$ cat src/rtl/alu_arbiter_pkg.sv
// Shared definitions for the two-port ALU arbiter: opcode map, response
// record and the opcode legality helper.
package alu_arbiter_pkg;

    localparam int NPORTS = 2;

    localparam logic [3:0] OP_AND = 4'd0;
    localparam logic [3:0] OP_OR  = 4'd1;
    localparam logic [3:0] OP_SUB = 4'd2;
    localparam logic [3:0] OP_ADD = 4'd3;
    localparam logic [3:0] OP_XOR = 4'd4;
    localparam logic [3:0] OP_NOR = 4'd5;
    localparam logic [3:0] OP_SLL = 4'd6;
    localparam logic [3:0] OP_SRL = 4'd7;
    localparam logic [3:0] OP_SRA = 4'd8;
    localparam logic [3:0] OP_MAX = 4'd8;

    typedef struct packed {
        logic [31:0] s;
        logic        sign;
        logic        err;
    } rsp_t;

    function automatic logic op_illegal(input logic [3:0] op);
        return (op > OP_MAX);
    endfunction

endpackage

$ cat src/rtl/alu_rsp_hold.sv
// One-entry response buffer used when a port cannot take its result in the
// cycle the ALU produces it.
module alu_rsp_hold
    import alu_arbiter_pkg::*;
(
    input  logic i_clk,
    input  logic i_rst,
    input  logic i_load,
    input  logic i_clear,
    input  rsp_t i_data,
    output logic o_valid,
    output rsp_t o_data
);

    logic r_valid;
    rsp_t r_data;

    // Entry state: load wins over clear; both never occur together.
    always_ff @(posedge i_clk) begin
        if (i_rst) begin
            r_valid <= 1'b0;
            r_data  <= '0;
        end else if (i_load) begin
            r_valid <= 1'b1;
            r_data  <= i_data;
        end else if (i_clear) begin
            r_valid <= 1'b0;
            r_data  <= r_data;
        end else begin
            r_valid <= r_valid;
            r_data  <= r_data;
        end
    end

    assign o_valid = r_valid;
    assign o_data  = r_data;

endmodule

$ cat src/rtl/alu_arbiter.sv
// Round-robin sharing of one registered ALU between two requesters, with
// per-port result buffering and illegal-opcode screening.
module alu_arbiter
    import alu_arbiter_pkg::*;
(
    input  logic              i_clk,
    input  logic              i_rst,
    input  logic [1:0]        i_req_valid,
    output logic [1:0]        o_req_ready,
    input  logic [1:0][31:0]  i_req_a,
    input  logic [1:0][31:0]  i_req_b,
    input  logic [1:0][4:0]   i_req_bitNum,
    input  logic [1:0][3:0]   i_req_aluOP,
    input  logic [1:0]        i_req_isSigned,
    output logic [1:0]        o_rsp_valid,
    input  logic [1:0]        i_rsp_ready,
    output logic [1:0][31:0]  o_rsp_s,
    output logic [1:0]        o_rsp_sign,
    output logic [1:0]        o_rsp_err,
    output logic [31:0]       o_alu_a,
    output logic [31:0]       o_alu_b,
    output logic [4:0]        o_alu_bitNum,
    output logic [3:0]        o_alu_aluOP,
    output logic              o_alu_isSigned,
    input  logic [31:0]       i_alu_s,
    input  logic              i_alu_sign
);

    logic r_inflight_valid;
    logic r_inflight_id;
    logic r_inflight_signed;
    logic r_inflight_err;
    logic r_rr_last;

    logic [1:0] w_illegal;
    logic [1:0] w_inf_here;
    logic [1:0] w_elig;
    logic [1:0] w_gnt;
    logic [1:0] w_hold_valid;
    logic [1:0] w_hold_load;
    logic [1:0] w_hold_clear;
    logic       w_gnt_id;
    logic       w_gnt_any;
    logic       w_gnt_legal;
    rsp_t       w_inf_rsp;
    rsp_t       w_hold_data [NPORTS];

    genvar p;
    generate
        for (p = 0; p < NPORTS; p++) begin : g_port
            assign w_illegal[p]  = op_illegal(i_req_aluOP[p]);
            assign w_inf_here[p] = r_inflight_valid & (r_inflight_id == 1'(p));
            // A legal request may not change ALU signedness under a legal op in flight.
            assign w_elig[p] = i_req_valid[p] & ~w_hold_valid[p]
                             & ~(w_inf_here[p] & ~i_rsp_ready[p])
                             & ~(r_inflight_valid & ~r_inflight_err & ~w_illegal[p]
                                 & (i_req_isSigned[p] != r_inflight_signed));
            assign w_hold_load[p]  = w_inf_here[p] & ~i_rsp_ready[p];
            assign w_hold_clear[p] = w_hold_valid[p] & i_rsp_ready[p];

            alu_rsp_hold u_hold (
                .i_clk   (i_clk),
                .i_rst   (i_rst),
                .i_load  (w_hold_load[p]),
                .i_clear (w_hold_clear[p]),
                .i_data  (w_inf_rsp),
                .o_valid (w_hold_valid[p]),
                .o_data  (w_hold_data[p])
            );
        end
    endgenerate

    // Round-robin pick: on contention the port that did not win last time.
    always_comb begin
        w_gnt = 2'b00;
        if (i_rst) begin
            w_gnt = 2'b00;
        end else if (w_elig == 2'b11) begin
            w_gnt = r_rr_last ? 2'b01 : 2'b10;
        end else begin
            w_gnt = w_elig;
        end
    end

    assign w_gnt_id    = w_gnt[1];
    assign w_gnt_any   = |w_gnt;
    assign w_gnt_legal = w_gnt_any & ~w_illegal[w_gnt_id];
    assign o_req_ready = w_gnt;

    // ALU operand drive; illegal grants leave the ALU at idle values.
    always_comb begin
        o_alu_a        = 32'd0;
        o_alu_b        = 32'd0;
        o_alu_bitNum   = 5'd0;
        o_alu_aluOP    = OP_AND;
        o_alu_isSigned = 1'b0;
        if (w_gnt_legal) begin
            o_alu_a      = i_req_a[w_gnt_id];
            o_alu_b      = i_req_b[w_gnt_id];
            o_alu_bitNum = i_req_bitNum[w_gnt_id];
            o_alu_aluOP  = i_req_aluOP[w_gnt_id];
        end else begin
            o_alu_aluOP  = OP_AND;
        end
        // alu_sign is combinational on isSigned, so the in-flight op owns it.
        if (r_inflight_valid & ~r_inflight_err) begin
            o_alu_isSigned = r_inflight_signed;
        end else if (w_gnt_any) begin
            o_alu_isSigned = i_req_isSigned[w_gnt_id];
        end else begin
            o_alu_isSigned = 1'b0;
        end
    end

    // Result of the in-flight op as seen by its port this cycle.
    always_comb begin
        w_inf_rsp = '0;
        if (r_inflight_err) begin
            w_inf_rsp.s    = 32'd0;
            w_inf_rsp.sign = 1'b0;
            w_inf_rsp.err  = 1'b1;
        end else begin
            w_inf_rsp.s    = i_alu_s;
            w_inf_rsp.sign = i_alu_sign;
            w_inf_rsp.err  = 1'b0;
        end
    end

    // Per-port response mux: a buffered result takes precedence.
    always_comb begin
        o_rsp_valid = 2'b00;
        o_rsp_s     = '0;
        o_rsp_sign  = 2'b00;
        o_rsp_err   = 2'b00;
        for (int i = 0; i < NPORTS; i++) begin
            if (i_rst) begin
                o_rsp_valid[i] = 1'b0;
            end else if (w_hold_valid[i]) begin
                o_rsp_valid[i] = 1'b1;
                o_rsp_s[i]     = w_hold_data[i].s;
                o_rsp_sign[i]  = w_hold_data[i].sign;
                o_rsp_err[i]   = w_hold_data[i].err;
            end else if (w_inf_here[i]) begin
                o_rsp_valid[i] = 1'b1;
                o_rsp_s[i]     = w_inf_rsp.s;
                o_rsp_sign[i]  = w_inf_rsp.sign;
                o_rsp_err[i]   = w_inf_rsp.err;
            end else begin
                o_rsp_valid[i] = 1'b0;
            end
        end
    end

    // In-flight tracking and round-robin history.
    always_ff @(posedge i_clk) begin
        if (i_rst) begin
            r_inflight_valid  <= 1'b0;
            r_inflight_id     <= 1'b0;
            r_inflight_signed <= 1'b0;
            r_inflight_err    <= 1'b0;
            r_rr_last         <= 1'b1;
        end else if (w_gnt_any) begin
            r_inflight_valid  <= 1'b1;
            r_inflight_id     <= w_gnt_id;
            r_inflight_signed <= i_req_isSigned[w_gnt_id];
            r_inflight_err    <= w_illegal[w_gnt_id];
            r_rr_last         <= w_gnt_id;
        end else begin
            r_inflight_valid  <= 1'b0;
            r_inflight_id     <= r_inflight_id;
            r_inflight_signed <= r_inflight_signed;
            r_inflight_err    <= r_inflight_err;
            r_rr_last         <= r_rr_last;
        end
    end

endmodule

$ cat config.mk
export PLATFORM = sky130hd
export DESIGN_NAME = alu_arbiter
export DESIGN_NICKNAME = d
export VERILOG_FILES = /design/src/rtl/alu_arbiter_pkg.sv /design/src/rtl/alu_rsp_hold.sv /design/src/rtl/alu_arbiter.sv
export SDC_FILE = /design/constraint.sdc
export NUM_CORES = 1
export LEC_CHECK = 0
export CORE_MARGIN = 1.5
export CORE_UTILIZATION = 30
export DETAILED_ROUTE_END_ITERATION = 12
export PLACE_DENSITY = 0.69
export RECOVER_POWER = 100
export REMOVE_ABC_BUFFERS = 1
export SLEW_MARGIN = 0
export SYNTH_ARGS = -nofsm -noshare
export SYNTH_HDL_FRONTEND = slang
export SYNTH_HIERARCHICAL = 1
export SYNTH_SLANG_ARGS = --single-unit
$ cat constraint.sdc
create_clock -name i_clk -period 3.35 [get_ports i_clk]
set_clock_uncertainty 0.1 [all_clocks]
set_input_delay 0.67 -clock i_clk [delete_from_list [all_inputs] [get_ports i_clk]]
set_output_delay 0.67 -clock i_clk [all_outputs]
set_load 0.02 [all_outputs]
==> results.md <==
- Register area share after synthesis: 0.2958
- Status: finished, final reports clean
- Num rows: 47
- Nature of the critical path startpoint: input pin
- Yosys cell types: 35
- Mapped cell area: 5076 um2
- Max-slew violations: 0
- Inst Count DP: 1,242
- Fmax: 0.3041 GHz
- CTS tree: built
- Final instance area: 9084 um2
- Crit-path max FO: 9
- Pleak: 3.642 nW
- Final period util: 0.9817
- Core ar.: 16,580 um2
- Placed Area: 8678 um2
- Post-route ant nets: 0
- Yosys warnings: 6
- Global-route wire length before repair: 32.93 mm
- Post-Route WL: 22.33 mm
- Nets: 1,240
- Die Area: 17,710 um2
- Initial antenna violation count: 2
- Worst hold path type: flip-flop to flip-flop
- Htree depth: 3
- CTS Root Cell: clkbuf_16
- Non-filler instance count after layout: 1,279
- CP endpoint kind: primary output
- Final Hold Viols: 0
- Gr ovfl total: 0
- Die width: 133.1 um
- Vias/cell: 4.899
- Async set or reset register ratio after synthesis: 0
- Post-synth top area cell: dfxtp_1
- Syn_area_per_cell: 7.080 um2
- WS Path Type: input pin to primary output
- Pwr dens: 350.8 nW/um2
- Vias in the first global route: 5,705
- Clock-pin transition on the worst setup and hold timing paths: 0.06 ns
- Finish-stage setup viols: 0
- Gpl congestion: 0.8297
- Routed WL per cell: 17.46 um
- Iter 0 DRT Violations: 375
- Crit path time final: 3.289 ns
- # port buffers: 332
- Final Util: 0.5478
- CTS max path bufs: 2
- Worst EP required: 2.58 ns
- DR pass1 iterations: 5
- VDD IR max: 0.2578 mV
- Layout cells sized above 1: 0.1656
- Skew-Pair Late Insertion Delay: 0.33 ns
- Overall power: 3.186 mW
- Worst setup margin: 0.06127 ns
- Tightest Pin Transition: 1.259 ns
- CTS buffer count: 9
- Largest net degree at the start of global routing: 143
- Drt drc: 0
- Mapped Cells: 717
- Post-synth EDFFs: 0
- Max-Cap Viols: 0
- Clock tree sinks: 75
- Synth area leaders: dfxtp_1 30%, mux2i_1 14%, nand2_1 11%
- Layout area overhead: 78.95%
- Pre-CTS setup slack: -0.7092 ns
- Hold buffer count at cts: 0
- RSZ-0062 raised after global routing: true
- GRT Total Usage: 0.2367
- Die Height: 133.1 um
- Ys flop type: dfxtp_1
- Fill cells: 1,624
- Rel. slew slack: 0.1610
- Area share of the largest cell type after synthesis: 0.2958
- Vias: 6,266
- Initial Util: 0.3061
- # IOs: 333
- Synthesis-stage register bit count: 75
- Post-DP HPWL: 15.44 mm
- Crit path DAT: 2.52 ns
kinds of logic (layout without fill, tap and decap cells):
kind of cell | after synthesis | in the layout | synth area share
DFF | 75 | 75 | 0.2958
xor gates and xnor gates | 2 | 2 | 0.003451
and+or+nand+nor | 341 | 341 | 0.2793
AOI/OAI and AO/OA | 158 | 158 | 0.1989
buffers and inverters | 72 | 412 | 0.08652
muxes | 69 | 69 | 0.1361
other | 0 | 2 | 0
per-stage QoR:
stage	hold slack, ns	setup TNS (ns)
floorplan	0.3608	-321.23
global placement	0.3732	-45.09
detailed placement	0.3848	-47.45
CTS	0.3998	-0.1192
global route	0.4180	-0.02230
finish	0.3959	0
repair_timing:
item / CTS / global route
setup buffers: 13 / 4
resized for setup: 372 / 15
endpoints found under the setup margin: 76 / 44
cloned: 5 / 0
pin swaps: 11 / 6
path summary, 6_finish.rpt:
check | start | endpoint | slack (ns) | depth (start not counted)
min | g_port[0].u_hold/o_data[28]$_SDFFE_PP0P_ | g_port[0].u_hold/o_data[28]$_SDFFE_PP0P_ | 0.40 | 2
max reg2reg | r_inflight_id$_SDFFE_PP0P_ | g_port[1].u_hold/o_data[7]$_SDFFE_PP0P_ | 0.77 | 7
max | i_req_valid[1] | o_alu_a[16] | 0.06 | 11
min reg2reg | g_port[0].u_hold/o_data[28]$_SDFFE_PP0P_ | g_port[0].u_hold/o_data[28]$_SDFFE_PP0P_ | 0.40 | 2
worst max-delay path, stage by stage:
cell and delay (ns):
clkdlybuf4s50_1 0.45, nor2b_2 0.15, buf_4 0.13, o311ai_4 0.09, nor2_2 0.14, a32oi_4 0.14, buf_6 0.17, buf_12 0.12
buf_16 0.13, a21oi_1 0.15, buf_4 0.18
cell usage in the layout, fill, tap and decap left out, types with 12 or more instances in the layout:
cell	count
dfxtp_1	75
buf_6	13
nor2b_1	33
dlygate4sd2_1	12
clkdlybuf4s50_1	242
a21oi_1	69
mux2i_1	68
buf_2	40
buf_4	62
nor2_1	141
a22oi_1	68
nand2_1	149
Yosys cell counts (2+ instances only):
master / count
a21oi_1: 77
a22oi_1: 68
and2_1: 2
buf_1: 5
buf_12: 6
buf_2: 18
buf_4: 9
buf_6: 2
clkbuf_1: 25
dfxtp_1: 75
inv_1: 6
mux2i_1: 69
nand2_1: 150
nand2b_1: 4
nor2_1: 143
nor2b_1: 34
nor3_1: 2
o22ai_1: 3
o31a_1: 2
xnor2_1: 2
report_power, final:
group	internal [mW]	leakage [nW]	switching, mW
clock network	0.556	0.141	0.361
registers	0.935	0.608	0.0236
logic	0.629	2.89	0.682
total	2.12	3.64	1.07
cell type report:
class | count | area (um2) | area share
Clock buffer | 13 | 270.3 | 0.02975
Antenna cell | 2 | 5.005 | 0.0005510
Inverter | 7 | 28.78 | 0.003168
Multi-Input combinational cell | 570 | 3288 | 0.3620
Sequential cell | 75 | 1501 | 0.1653
Timing Repair Buffer | 390 | 3705 | 0.4079
Clock inverter | 2 | 10.01 | 0.001102
Tap cell | 220 | 275.3 | 0.03030
registers in the layout (all words and copies together) (netlist names):
signal and count:
g_port.u_hold/o_data 68, g_port.u_hold/o_valid 2, r_inflight_err 1, r_inflight_id 1
r_inflight_signed 1, r_inflight_valid 1, r_rr_last 1
metal layers:
layer | wire (um) | vias to the layer above | global-route usage
li1 | - | 3094 | -
met1 | 9302 | 2889 | 0.2919
met2 | 10830 | 250 | 0.4071
met3 | 1673 | 33 | 0.05747
met4 | 522 | 0 | 0.07143
met5 | 0 | - | 0
No activity file was read; power rests on OpenSTA's default activity.
